## config.mk

```make
export PLATFORM = sky130hd
export DESIGN_NAME = pipe_hazard_ctrl
export DESIGN_NICKNAME = d
export VERILOG_FILES = /design/src/rtl/pipe_hazard_ctrl.sv
export SDC_FILE = /design/constraint.sdc
export NUM_CORES = 1
export LEC_CHECK = 0
export BUFFER_PORTS_ARGS = -buffer_cell sky130_fd_sc_hd__buf_2
export CORE_AREA = 2 2 66 92
export DETAILED_ROUTE_END_ITERATION = 6
export DIE_AREA = 0 0 68 94
export PLACE_DENSITY_LB_ADDON = 0.12
export SLEW_MARGIN = 10
export SYNTH_ARGS = -nofsm -noshare
export SYNTH_HDL_FRONTEND = slang
export SYNTH_SLANG_ARGS = --single-unit
```

## constraint.sdc

```tcl
create_clock -name clk_i -period 1.71 [get_ports clk_i]
set_input_delay 0.0855 -clock clk_i [delete_from_list [all_inputs] [get_ports clk_i]]
set_output_delay 0.0855 -clock clk_i [all_outputs]
set_load 0.05 [all_outputs]
```

## src/rtl/pipe_hazard_ctrl.sv

```systemverilog
// ============================================================================
// Module   : pipe_hazard_ctrl
// Brief    : RV32I 5-stage hazard unit: forwarding, RAW stalls, redirect
//            flushes, data-memory wait FSM with timeout and perf counters.
// Revision : 1.0
// ============================================================================
`default_nettype none

module pipe_hazard_ctrl #(
  parameter int REG_AW  = 5,
  parameter int FWD_EN  = 1,
  parameter int TIMEOUT = 64,
  parameter int CNT_W   = 16
) (
  input  logic              clk_i,
  input  logic              rst_ni,
  input  logic [REG_AW-1:0] rs1_d_i,
  input  logic [REG_AW-1:0] rs2_d_i,
  input  logic [REG_AW-1:0] rs1_e_i,
  input  logic [REG_AW-1:0] rs2_e_i,
  input  logic [REG_AW-1:0] rd_e_i,
  input  logic              regwrite_e_i,
  input  logic              memread_e_i,
  input  logic [REG_AW-1:0] rd_m_i,
  input  logic              regwrite_m_i,
  input  logic [REG_AW-1:0] rd_w_i,
  input  logic              regwrite_w_i,
  input  logic              redirect_m_i,
  input  logic              dmem_req_m_i,
  input  logic              dmem_ready_m_i,
  output logic [1:0]        fwd_a_o,
  output logic [1:0]        fwd_b_o,
  output logic              stall_f_o,
  output logic              stall_d_o,
  output logic              stall_e_o,
  output logic              stall_m_o,
  output logic              flush_d_o,
  output logic              flush_e_o,
  output logic              flush_m_o,
  output logic              flush_w_o,
  output logic              mem_err_o,
  output logic [CNT_W-1:0]  stall_cnt_o,
  output logic [CNT_W-1:0]  flush_cnt_o
);

  localparam int               c_TW      = (TIMEOUT > 2) ? $clog2(TIMEOUT) : 1;
  localparam logic [c_TW-1:0]  c_T_ERR   = c_TW'(TIMEOUT - 2);
  localparam logic [c_TW-1:0]  c_T_MAX   = c_TW'(TIMEOUT - 1);
  localparam logic [CNT_W-1:0] c_CNT_MAX = '1;

  typedef enum logic [0:0] {
    ST_IDLE = 1'b0,
    ST_WAIT = 1'b1
  } state_t;

  state_t           r_state;
  logic [c_TW-1:0]  r_timer;
  logic             r_mem_err;
  logic [CNT_W-1:0] r_stall_cnt;
  logic [CNT_W-1:0] r_flush_cnt;

  logic [1:0] w_fwd_a;
  logic [1:0] w_fwd_b;
  logic       w_haz;
  logic       w_mwait;
  logic       w_redirect;

  // x0 is hardwired zero, so it never creates a dependency.
  function automatic logic reg_match(input logic [REG_AW-1:0] a,
                                     input logic [REG_AW-1:0] b);
    return (a != '0) && (a == b);
  endfunction

  generate
    if (FWD_EN != 0) begin : g_fwd
      logic w_unused_fwd;
      assign w_unused_fwd = regwrite_e_i;

      always_comb begin
        w_fwd_a = 2'b00;
        if (regwrite_m_i && reg_match(rd_m_i, rs1_e_i))      w_fwd_a = 2'b10;
        else if (regwrite_w_i && reg_match(rd_w_i, rs1_e_i)) w_fwd_a = 2'b01;
        w_fwd_b = 2'b00;
        if (regwrite_m_i && reg_match(rd_m_i, rs2_e_i))      w_fwd_b = 2'b10;
        else if (regwrite_w_i && reg_match(rd_w_i, rs2_e_i)) w_fwd_b = 2'b01;
      end

      assign w_haz = memread_e_i &&
                     (reg_match(rd_e_i, rs1_d_i) || reg_match(rd_e_i, rs2_d_i));
    end else begin : g_nofwd
      logic w_unused_nofwd;
      assign w_unused_nofwd = ^{rs1_e_i, rs2_e_i, memread_e_i};

      assign w_fwd_a = 2'b00;
      assign w_fwd_b = 2'b00;
      assign w_haz   = (regwrite_e_i && (reg_match(rd_e_i, rs1_d_i) || reg_match(rd_e_i, rs2_d_i)))
                    || (regwrite_m_i && (reg_match(rd_m_i, rs1_d_i) || reg_match(rd_m_i, rs2_d_i)))
                    || (regwrite_w_i && (reg_match(rd_w_i, rs1_d_i) || reg_match(rd_w_i, rs2_d_i)));
    end
  endgenerate

  assign w_mwait    = dmem_req_m_i && !dmem_ready_m_i;
  assign w_redirect = redirect_m_i && !w_mwait;

  // Memory wait dominates, then redirect (the stalled instruction dies), then RAW.
  always_comb begin
    stall_f_o = 1'b0;
    stall_d_o = 1'b0;
    stall_e_o = 1'b0;
    stall_m_o = 1'b0;
    flush_d_o = 1'b0;
    flush_e_o = 1'b0;
    flush_m_o = 1'b0;
    flush_w_o = 1'b0;
    if (w_mwait) begin
      stall_f_o = 1'b1;
      stall_d_o = 1'b1;
      stall_e_o = 1'b1;
      stall_m_o = 1'b1;
      flush_w_o = 1'b1;
    end else if (redirect_m_i) begin
      flush_d_o = 1'b1;
      flush_e_o = 1'b1;
      flush_m_o = 1'b1;
    end else if (w_haz) begin
      stall_f_o = 1'b1;
      stall_d_o = 1'b1;
      flush_e_o = 1'b1;
    end
  end

  assign fwd_a_o = w_fwd_a;
  assign fwd_b_o = w_fwd_b;

  always_ff @(posedge clk_i or negedge rst_ni) begin
    if (!rst_ni) begin
      r_state   <= ST_IDLE;
      r_timer   <= '0;
      r_mem_err <= 1'b0;
    end else begin
      case (r_state)
        ST_IDLE: begin
          if (w_mwait) r_state <= ST_WAIT;
        end
        ST_WAIT: begin
          if (dmem_ready_m_i) begin
            r_state <= ST_IDLE;
            r_timer <= '0;
          end else begin
            if (r_timer != c_T_MAX) r_timer <= r_timer + 1'b1;
            if (r_timer == c_T_ERR) r_mem_err <= 1'b1;
          end
        end
        default: r_state <= ST_IDLE;
      endcase
    end
  end

  always_ff @(posedge clk_i or negedge rst_ni) begin
    if (!rst_ni) begin
      r_stall_cnt <= '0;
      r_flush_cnt <= '0;
    end else begin
      if (stall_f_o && (r_stall_cnt != c_CNT_MAX)) r_stall_cnt <= r_stall_cnt + 1'b1;
      if (w_redirect && (r_flush_cnt != c_CNT_MAX)) r_flush_cnt <= r_flush_cnt + 1'b1;
    end
  end

  assign mem_err_o   = r_mem_err;
  assign stall_cnt_o = r_stall_cnt;
  assign flush_cnt_o = r_flush_cnt;

endmodule

`default_nettype wire

```

# After elaboration in Yosys (flattened, before gate mapping)
# Cells that the tools add are included.
[totals] reg_bits=40 inputBits=44 out_inout_bits=45 elab_cells=60
[classes] n_addsub=3 eq_ne=10 n_mux=16 bitwise_logic=2 reduce_logical=24
[op_table] cell="16-bit by 1-bit adder with 16-bit output (second input constant)" n=2
[op_table] cell="16-bit inequality test (second input constant)" n=2
[op_table] cell="5-bit equality test" n=6
[op_table] cell="1-bit logical AND" n=15
[op_table] cell="5-bit nonzero test" n=3
[op_table] cell="6-bit two-way mux" n=2
[op_table] cell="1-bit two-way mux" n=11
[op_table] cell="6-bit by 1-bit adder with 6-bit output (second input constant)" n=1
[op_table] cell="6-bit equality test (second input constant)" n=1
[op_table] cell="6-bit inequality test (second input constant)" n=1
[op_table] cell="2-bit two-way mux" n=2
[op_table] cell="3-bit AND reduction" n=1
[op_table] cell="1-bit logical NOT" n=2
[op_table] cell="1-bit inverter" n=2
[op_table] cell="1-bit case mux with 2 select lines" n=1
[op_table] cell="2-bit AND reduction" n=1
[op_table] cell="2-bit nonzero test" n=1
[op_table] cell="1-bit logical OR" n=1

# Logic depth before layout (Yosys ltp)
# Gate-level depths: netlist of run 1.
[depth] ltp_word=8 ltp_mapped=8 mapped_depth_nobuf=7

# Worst setup path after synthesis of run 1
# Ideal clock, no wire load.
[synth_timing] path_type="input to output" from="input rd_m_i[1]" to="output fwd_a_o[0]" arrival_time_ns=2.663 required_ns=1.624 setup_slack_ns=-1.038 stages=4 path_buffers=0 cell_sequence="or4_1 o21ai_0 nor4_1 nor4_1"
[synth_via] elab_chain_cells=4 elab_cells_between_ends=5 cone_classes="eq/ne: 1; mux: 1; reduce/logical: 3"
[synth_rtl] item="start: declaration" line_no="24" text="input logic [REG_AW-1:0] rd_m_i,"
[synth_rtl] item="5-bit equality test / 5-bit nonzero test (equally long branches)" line_no="71" text="return (a != '0) && (a == b);"
[synth_rtl] item="1-bit logical AND (*)" line_no="71"
[synth_rtl] item="1-bit logical AND (*)" line_no="81" text="if (regwrite_m_i && reg_match(rd_m_i, rs1_e_i)) w_fwd_a = 2'b10;"
[synth_rtl] item="2-bit two-way mux (*)" line_no="81"
[synth_rtl] item="end: declaration" line_no="31" text="output logic [1:0] fwd_a_o,"
# Mark *: on every way between the ends. The rest lies on a longest branch, timed or not.

# Worst setup path after layout of run 1
[layout_timing] from="register r_stall_cnt[13] (netlist: stall_cnt_o[13])" to="register r_stall_cnt[8] (netlist: stall_cnt_o[8])"
[layout_via] elab_chain_cells=2
[layout_rtl] item="start: declaration" line_no="59" text="logic [CNT_W-1:0] r_stall_cnt;"
[layout_rtl] item="start signal: assignment" line_no="164" text="if (stall_f_o && (r_stall_cnt != c_CNT_MAX)) r_stall_cnt <= r_stall_cnt + 1'b1;"
[layout_rtl] item="16-bit inequality test" line_no="164"
[layout_rtl] item="1-bit logical AND" line_no="164"
# No other way between the ends.
# A chain may end at the register's enable or synchronous reset.

==> flow_summary_export.csv, run 1 <==
group,metric,value,unit
worst_setup_path,cp_max_fo,8,
global_routing,grt_overflow_total,0,
timing,setup_viol,3,
timing,skew,0.00945,ns
cts,ctsHtreeMaxLevel,2,
floorplan,dieArea,6390,um2
timing,timing.final.hold_violations,0,
logic_synthesis,synth_area,2430,um2
cts,cts_made_buffers,5,
floorplan,pin_count,89,
logic_synthesis,ys_seq_area_share,41.2,%
timing,drv_slew,0,
power_and_ir_drop,power,3630,uW
worst_hold_path,hold_depth,3,
detailed_routing,drtIter0Drc,53,
global_routing,grt_usage,20.2,%
worst_hold_path,hold_path_end,"r_state",
status,violations,"setup timing",
timing,worst_slack,-0.0141,ns
final_layout,fin_cells,445,
floorplan,die_y,94,um
logic_synthesis,yosysTopAreaCellShare,41.2,%
cts,cts_buffer_depth,2,
logic_synthesis,synth_edf_count,0,
logic_synthesis,synth.area.top_cells,"dfrtp_1, xor2_1, xnor2_1",
logic_synthesis,syn_nets,291,
timing,slew_headroom,70.9,%
worst_setup_path,r2r-end,"stall_cnt_o[8]",
worst_setup_path,critical_path.endpoint_type,"register",
place,dp.cells,431,
power_and_ir_drop,leakage,0.00173,uW
worst_setup_path,startpoint,"stall_cnt_o[13]",
detailed_routing,wl_per_cell,13.6,um
detailed_routing,drc,0,
final_layout,area_growth,46.1,%
worst_setup_path,cp-start-kind,"register",
detailed_routing,wirelength,6040,um
logic_synthesis,ys.flop_type,"dfrtp_1",
place,post-dp-hpwl,4990,um
floorplan,num_rows,32,
detailed_routing,drtAntennaViolNets,0,
logic_synthesis,synth.avg_cell_area,9.99,um2
logic_synthesis,async_reset_ff_share,100,%
power_and_ir_drop,p_per_area,1020,nW/um2
cts,clock-sinks,40,
final_layout,drive_above_1_share,52.3,%
logic_synthesis,synth_top_area_cell,"dfrtp_1",
cts,cts_tree,"done",
worst_hold_path,worst_hold_startpoint,"dmem_req_m_i",
power_and_ir_drop,peakVddDrop,1.01,mV
cts,root_buffer,"clkbuf_8",
global_routing,grt_max_degree,25,
detailed_routing,vias,2269,
cts,clkTransAtPathRegs,0.09,ns
run,cap_violations,0,
timing,period_minus_slack,1.72,ns
worst_setup_path,worstPathArrival,1.91,ns
place,routabilityCongestion,0.752,
global_routing,antenna_found_initial,0,
logic_synthesis,yosysWarnings,0,
global_routing,grt_pass1_vias,2339,
timing,fmax,580,MHz
logic_synthesis,ys_ff_latch,40,
timing,tightestPinTransition,0.436,ns
floorplan,core_area,5530,um2
logic_synthesis,synth_cell_types,44,
worst_setup_path,setup.worst_path.class,"register to register",
detailed_routing,first_pass_iters,4,
logic_synthesis,synthCells,243,
worst_setup_path,ff2ff_setup_slack,-0.01,ns
detailed_routing,routed_via_density,5.10,
final_layout,nets,424,
worst_setup_path,worstRegToRegCells,7,
cts,clk_latency,0.30,ns
final_layout,antenna_cells,0,
floorplan,initial_core_util,44.0,%
worst_hold_path,hp-class,"primary input to register",
floorplan,dieWidth,68,um
timing,grt_setup_unrepaired,"true",
timing,period_share,101,%
place,port_buffers,87,
worst_setup_path,cp.required,1.90,ns
status,status,"complete, but fails checks",
global_routing,grt_pass1_wl,9800,um
worst_setup_path,r2r-start,"stall_cnt_o[13]",
==> power by group <==
part | leakage [uW] | internal [uW] | switching [uW]
Clock | 0.0000412 | 285 | 333
Sequential | 0.000492 | 1130 | 162
Combinational | 0.00120 | 623 | 1100
==> area by class of cell <==
class                           count  area (um2)
Sequential cell                    40        1030
Clock inverter                      2        12.5
Timing Repair Buffer              133         812
Clock buffer                        6        72.6
Fill cell                         495        1980
Inverter                           10        37.5
Multi-Input combinational cell    186        1500
Tap cell                           68        85.1
==> per-layer routing <==
| metal | up-vias | global-route usage [%] | part of all wire (%) |
|---|---|---|---|
| li1 | 1112 | - | - |
| met1 | 1093 | 21.6 | 38 |
| met2 | 59 | 37.9 | 56 |
| met3 | 5 | 4.20 | 5.4 |
| met4 | 0 | 6.33 | 0.99 |
| met5 | - | 0 | 0 |
==> state kept, by name, summed over array words and instances, names as in the netlist <==
register     flops
flush_cnt_o     16
stall_cnt_o     16
r_timer          6
mem_err_o        1
r_state          1
==> through the flow <==
stage          setup slack (ns)  utilization [%]  hold slack (ns)  instance area (um2)  setup TNS, ns
6_report                -0.0141             64.2           0.0431                 3550        -0.0302
5_1_grt                  -0.114             64.2           0.0415                 3550         -0.592
4_1_cts                 -0.0536             63.2           0.0329                 3490         -0.214
3_5_place_dp             -0.113             61.1           0.0491                 3370         -0.465
3_3_place_gp            -0.0509             61.1           0.0504                 3370         -0.187
2_1_floorplan            -0.170                -           -0.210                 2580          -1.69
==> layout by cell type, fill, tap and decap left out, types with 8 or more instances in the layout <==
cell     instances
nor2_1          18
nand2_1         10
dfrtp_2         23
buf_4           42
a21oi_1         11
dfrtp_1         17
nand4_1          8
and3_1           8
xor2_1          33
nand3_1         13
xnor2_1         25
buf_2           87
inv_1           10
==> critical path: stages, from the launching register on <==
cell and delay, ns:
dfrtp_2 0.41, and3_4 0.18, and2_4 0.14, a211o_1 0.32, o21ai_4 0.20, buf_12 0.16
nand4_1 0.09, xnor2_1 0.14
==> cells in the mapped netlist (5+ instances only) <==
cell type	n
xnor2_1	25
buf_4	5
nand4_1	8
a21oi_1	11
and3_1	9
xor2_1	33
nand2_1	13
inv_1	10
dfrtp_1	40
nand3_1	19
nor2_1	18
==> repair_timing <==
| item | 4_1_cts | 5_1_grt |
|---|---|---|
| hold endpoints to repair | 16 | 0 |
| setup buffers | 0 | 5 |
| pin swaps | 15 | 7 |
| hold buffers | 1 | 0 |
| setup endpoints to repair | 10 | 12 |
| resized for setup | 4 | 4 |
==> worst max-delay path by stage <==
stage / end / slack, ns / depth (start not counted)
4_1_cts: stall_cnt_o[8] / -0.05 / 7
3_5_place_dp: stall_cnt_o[10] / -0.11 / 8
3_3_place_gp: stall_cnt_o[8] / -0.05 / 8
6_report: stall_cnt_o[8] / -0.01 / 7
2_1_floorplan: stall_cnt_o[3] / -0.17 / 8
5_1_grt: stall_cnt_o[8] / -0.11 / 8
==> cell families after synthesis <==
family	count (synthesis)	synth area share [%]
simple gates	93	22.0
xor+xnor	58	20.9
flops	40	41.2
compound gates	28	8.71
buf+inv	17	3.71
fa+ha+maj	4	2.06
mux	3	1.39
Power figures use the tool's default switching activity.
==> run 2, diff against run 1 <==
--- a/config.mk
+++ b/config.mk
@@ -5,10 +5,11 @@
 export SDC_FILE = /design/constraint.sdc
 export NUM_CORES = 1
 export LEC_CHECK = 0
+export ABC_AREA = 1
 export BUFFER_PORTS_ARGS = -buffer_cell sky130_fd_sc_hd__buf_2
-export CORE_AREA = 2 2 66 92
+export CORE_AREA = 2 2 69 97
 export DETAILED_ROUTE_END_ITERATION = 6
-export DIE_AREA = 0 0 68 94
+export DIE_AREA = 0 0 71 99
 export PLACE_DENSITY_LB_ADDON = 0.12
 export SLEW_MARGIN = 10
 export SYNTH_ARGS = -nofsm -noshare
==> flow_summary_export.csv, run 2 <==
group,metric,value,unit
worst_setup_path,timing.critical_path.mode_cell,"nand3_1",
worst_setup_path,cp_max_fo,9,
floorplan,die_y,99,um
logic_synthesis,synthCells,371,
logic_synthesis,synth_edf_count,0,
detailed_routing,vias,2614,
logic_synthesis,async_reset_ff_share,100,%
final_layout,final_cell_mix,"nand2_1, buf_2, inv_1",
status,status,"finished clean",
cts,clk_latency,0.29,ns
detailed_routing,wl_per_cell,11.3,um
logic_synthesis,synth.area.top_cells,"dfrtp_1, nand2_1, xor2_1",
logic_synthesis,synth_top_area_cell,"dfrtp_1",
timing,drv_slew,0,
cts,root_buffer,"clkbuf_8",
worst_setup_path,cp.required,1.88,ns
final_layout,multiInputGateArea,1510,um2
logic_synthesis,yosysTopAreaCellShare,36.3,%
timing,fmax,636,MHz
global_routing,grt_pass1_vias,2516,
cts,ctsHtreeMaxLevel,2,
place,dp.cells,528,
logic_synthesis,ys_ff_latch,40,
worst_setup_path,slowest_delay,0.39,ns
cts,cts_made_buffers,5,
floorplan,dieWidth,71,um
logic_synthesis,synth_area,2760,um2
detailed_routing,drtIter0Drc,83,
timing,setup_viol,0,
timing,skew,0.00304,ns
worst_setup_path,crit_slowest_cell,"dfrtp_2",
logic_synthesis,synth_cell_types,38,
logic_synthesis,synth.avg_cell_area,7.43,um2
cts,post_cts_buffers,0,
power_and_ir_drop,leakage,0.00184,uW
worst_setup_path,ff2ff_setup_slack,0.14,ns
global_routing,grt_max_degree,26,
detailed_routing,first_pass_iters,4,
cts,clock-sinks,40,
place,pre_cts_slack,0.0904,ns
logic_synthesis,ys_seq_area_share,36.3,%
logic_synthesis,yosysWarnings,0,
logic_synthesis,synth_common_cells,"nand2_1, inv_1, dfrtp_1, nand3_1, nor2_1",
place,port_buffers,87,
detailed_routing,wirelength,6080,um
worst_setup_path,path_buf_inv,1,
timing,tns,0,ns
final_layout,fin_cells,537,
logic_synthesis,yosysMostFrequentCell,"nand2_1",
logic_synthesis,ys.flop_type,"dfrtp_1",
timing,timing.final.hold_violations,0,
place,post-dp-hpwl,4850,um
final_layout,nets,512,
final_layout,area_growth,23.0,%
floorplan,pin_count,89,
floorplan,initial_core_util,44.7,%
floorplan,num_rows,34,
run,cap_violations,0,
worst_setup_path,worstPathArrival,1.75,ns
floorplan,dieArea,7030,um2
detailed_routing,drc,0,
detailed_routing,routed_via_density,4.87,
power_and_ir_drop,p_per_area,896,nW/um2
timing,period_share,91.9,%
place,routabilityCongestion,0.803,
final_layout,seqCellArea,1010,um2
worst_setup_path,critical_path.endpoint_type,"register",
floorplan,core_area,6170,um2
global_routing,antenna_found_initial,0,
timing,tightestPinTransition,0.505,ns
final_layout,final_common_cell,"nand2_1",
timing,period_minus_slack,1.57,ns
timing,worst_slack,0.138,ns
detailed_routing,drtAntennaViolNets,0,
final_layout,design_area,3390,um2
cts,cts_tree,"done",
worst_setup_path,setup.worst_path.class,"register to register",
global_routing,grt_usage,18.2,%
timing,grt_setup_unrepaired,"false",
global_routing,grt_pass1_wl,10400,um
timing,slew_headroom,66.3,%
cts,cts_buffer_depth,2,
power_and_ir_drop,power,3040,uW
power_and_ir_drop,peakVddDrop,0.944,mV
final_layout,nFillCells,599,
worst_setup_path,cp-start-kind,"register",
worst_setup_path,cpLargestDelayFamily,"simple AND/OR/NAND/NOR gates",
worst_setup_path,worstPathCellList,"ha_1 -> nand3_1 -> nor3_1 -> nand3_1 -> nand2_4 -> buf_4 -> nor3_2 -> xor2_1",
global_routing,grt_overflow_total,0,
place,place_area,3280,um2
worst_hold_path,hp-class,"primary input to register",
final_layout,antenna_cells,0,
final_layout,drive_above_1_share,29.2,%
cts,clkTransAtPathRegs,0.08,ns
logic_synthesis,syn_nets,419,
## run 2: report_power, final
group          internal, uW  leakage (uW)  total, uW  switching (uW)
clock network           330     0.0000455        659             329
logic                   322       0.00126       1120             793
registers              1090      0.000532       1260             169
## run 2: worst register-to-register path: cells and delay by family, from the launching register on
| kind | cells | cell delay, ns |
|---|---|---|
| buf+inv | 1 | 0.15 |
| flops | 1 | 0.39 |
| xor+xnor | 1 | 0.13 |
| simple gates | 5 | 0.59 |
| fa+ha+maj | 1 | 0.19 |
## run 2: final cells by class
type,count,share of cell area [%]
Clock buffer,8,2.66
Inverter,50,5.54
Multi-Input combinational cell,273,44.6
Sequential cell,40,29.7
Tap cell,72,2.66
Timing Repair Buffer,94,14.8
## run 2: cells by family after synthesis
logic type      Yosys count  share of synthesized area, %
xor+xnor                 39                          12.4
compound gates           18                          4.31
fa+ha+maj                 4                          1.82
flops                    40                          36.3
simple gates            212                          35.9
buf+inv                  58                          9.31
## run 2: final timing paths
kind                           startpoint             end  cells after the start
setup / recovery           flush_cnt_o[0]  flush_cnt_o[3]                      8
hold / removal             dmem_ready_m_i         r_state                      2
setup reg to reg           flush_cnt_o[0]  flush_cnt_o[3]                      8
hold reg to reg                 mem_err_o       mem_err_o                      1
max in group asynchronous          rst_ni  stall_cnt_o[0]                      3
min in group asynchronous          rst_ni      r_timer[4]                      2
## run 2: what timing repair did
item / 4_1_cts / 5_1_grt
hold buffers: 1 / 0
setup endpoints to repair: 0 / 6
endpoints found under the hold margin: 20 / 0
resized for setup: 0 / 2
## run 2: routing by layer
layer / vias up / global-route usage (%) / part of all wire (%)
met5: - / 0 / 0
met1: 1207 / 20.6 / 41
met4: 0 / 5.95 / 1.3
li1: 1346 / - / -
met3: 6 / 3.17 / 3.3
met2: 55 / 33.8 / 54
## run 2: per-stage QoR
step	utilization, %	hold slack [ns]
after detailed placement	53.2	0.0936
after global routing	55.0	0.0523
after global placement	53.2	0.0875
after floorplan	-	-0.210
after CTS	54.8	0.0250
final	55.0	0.0398
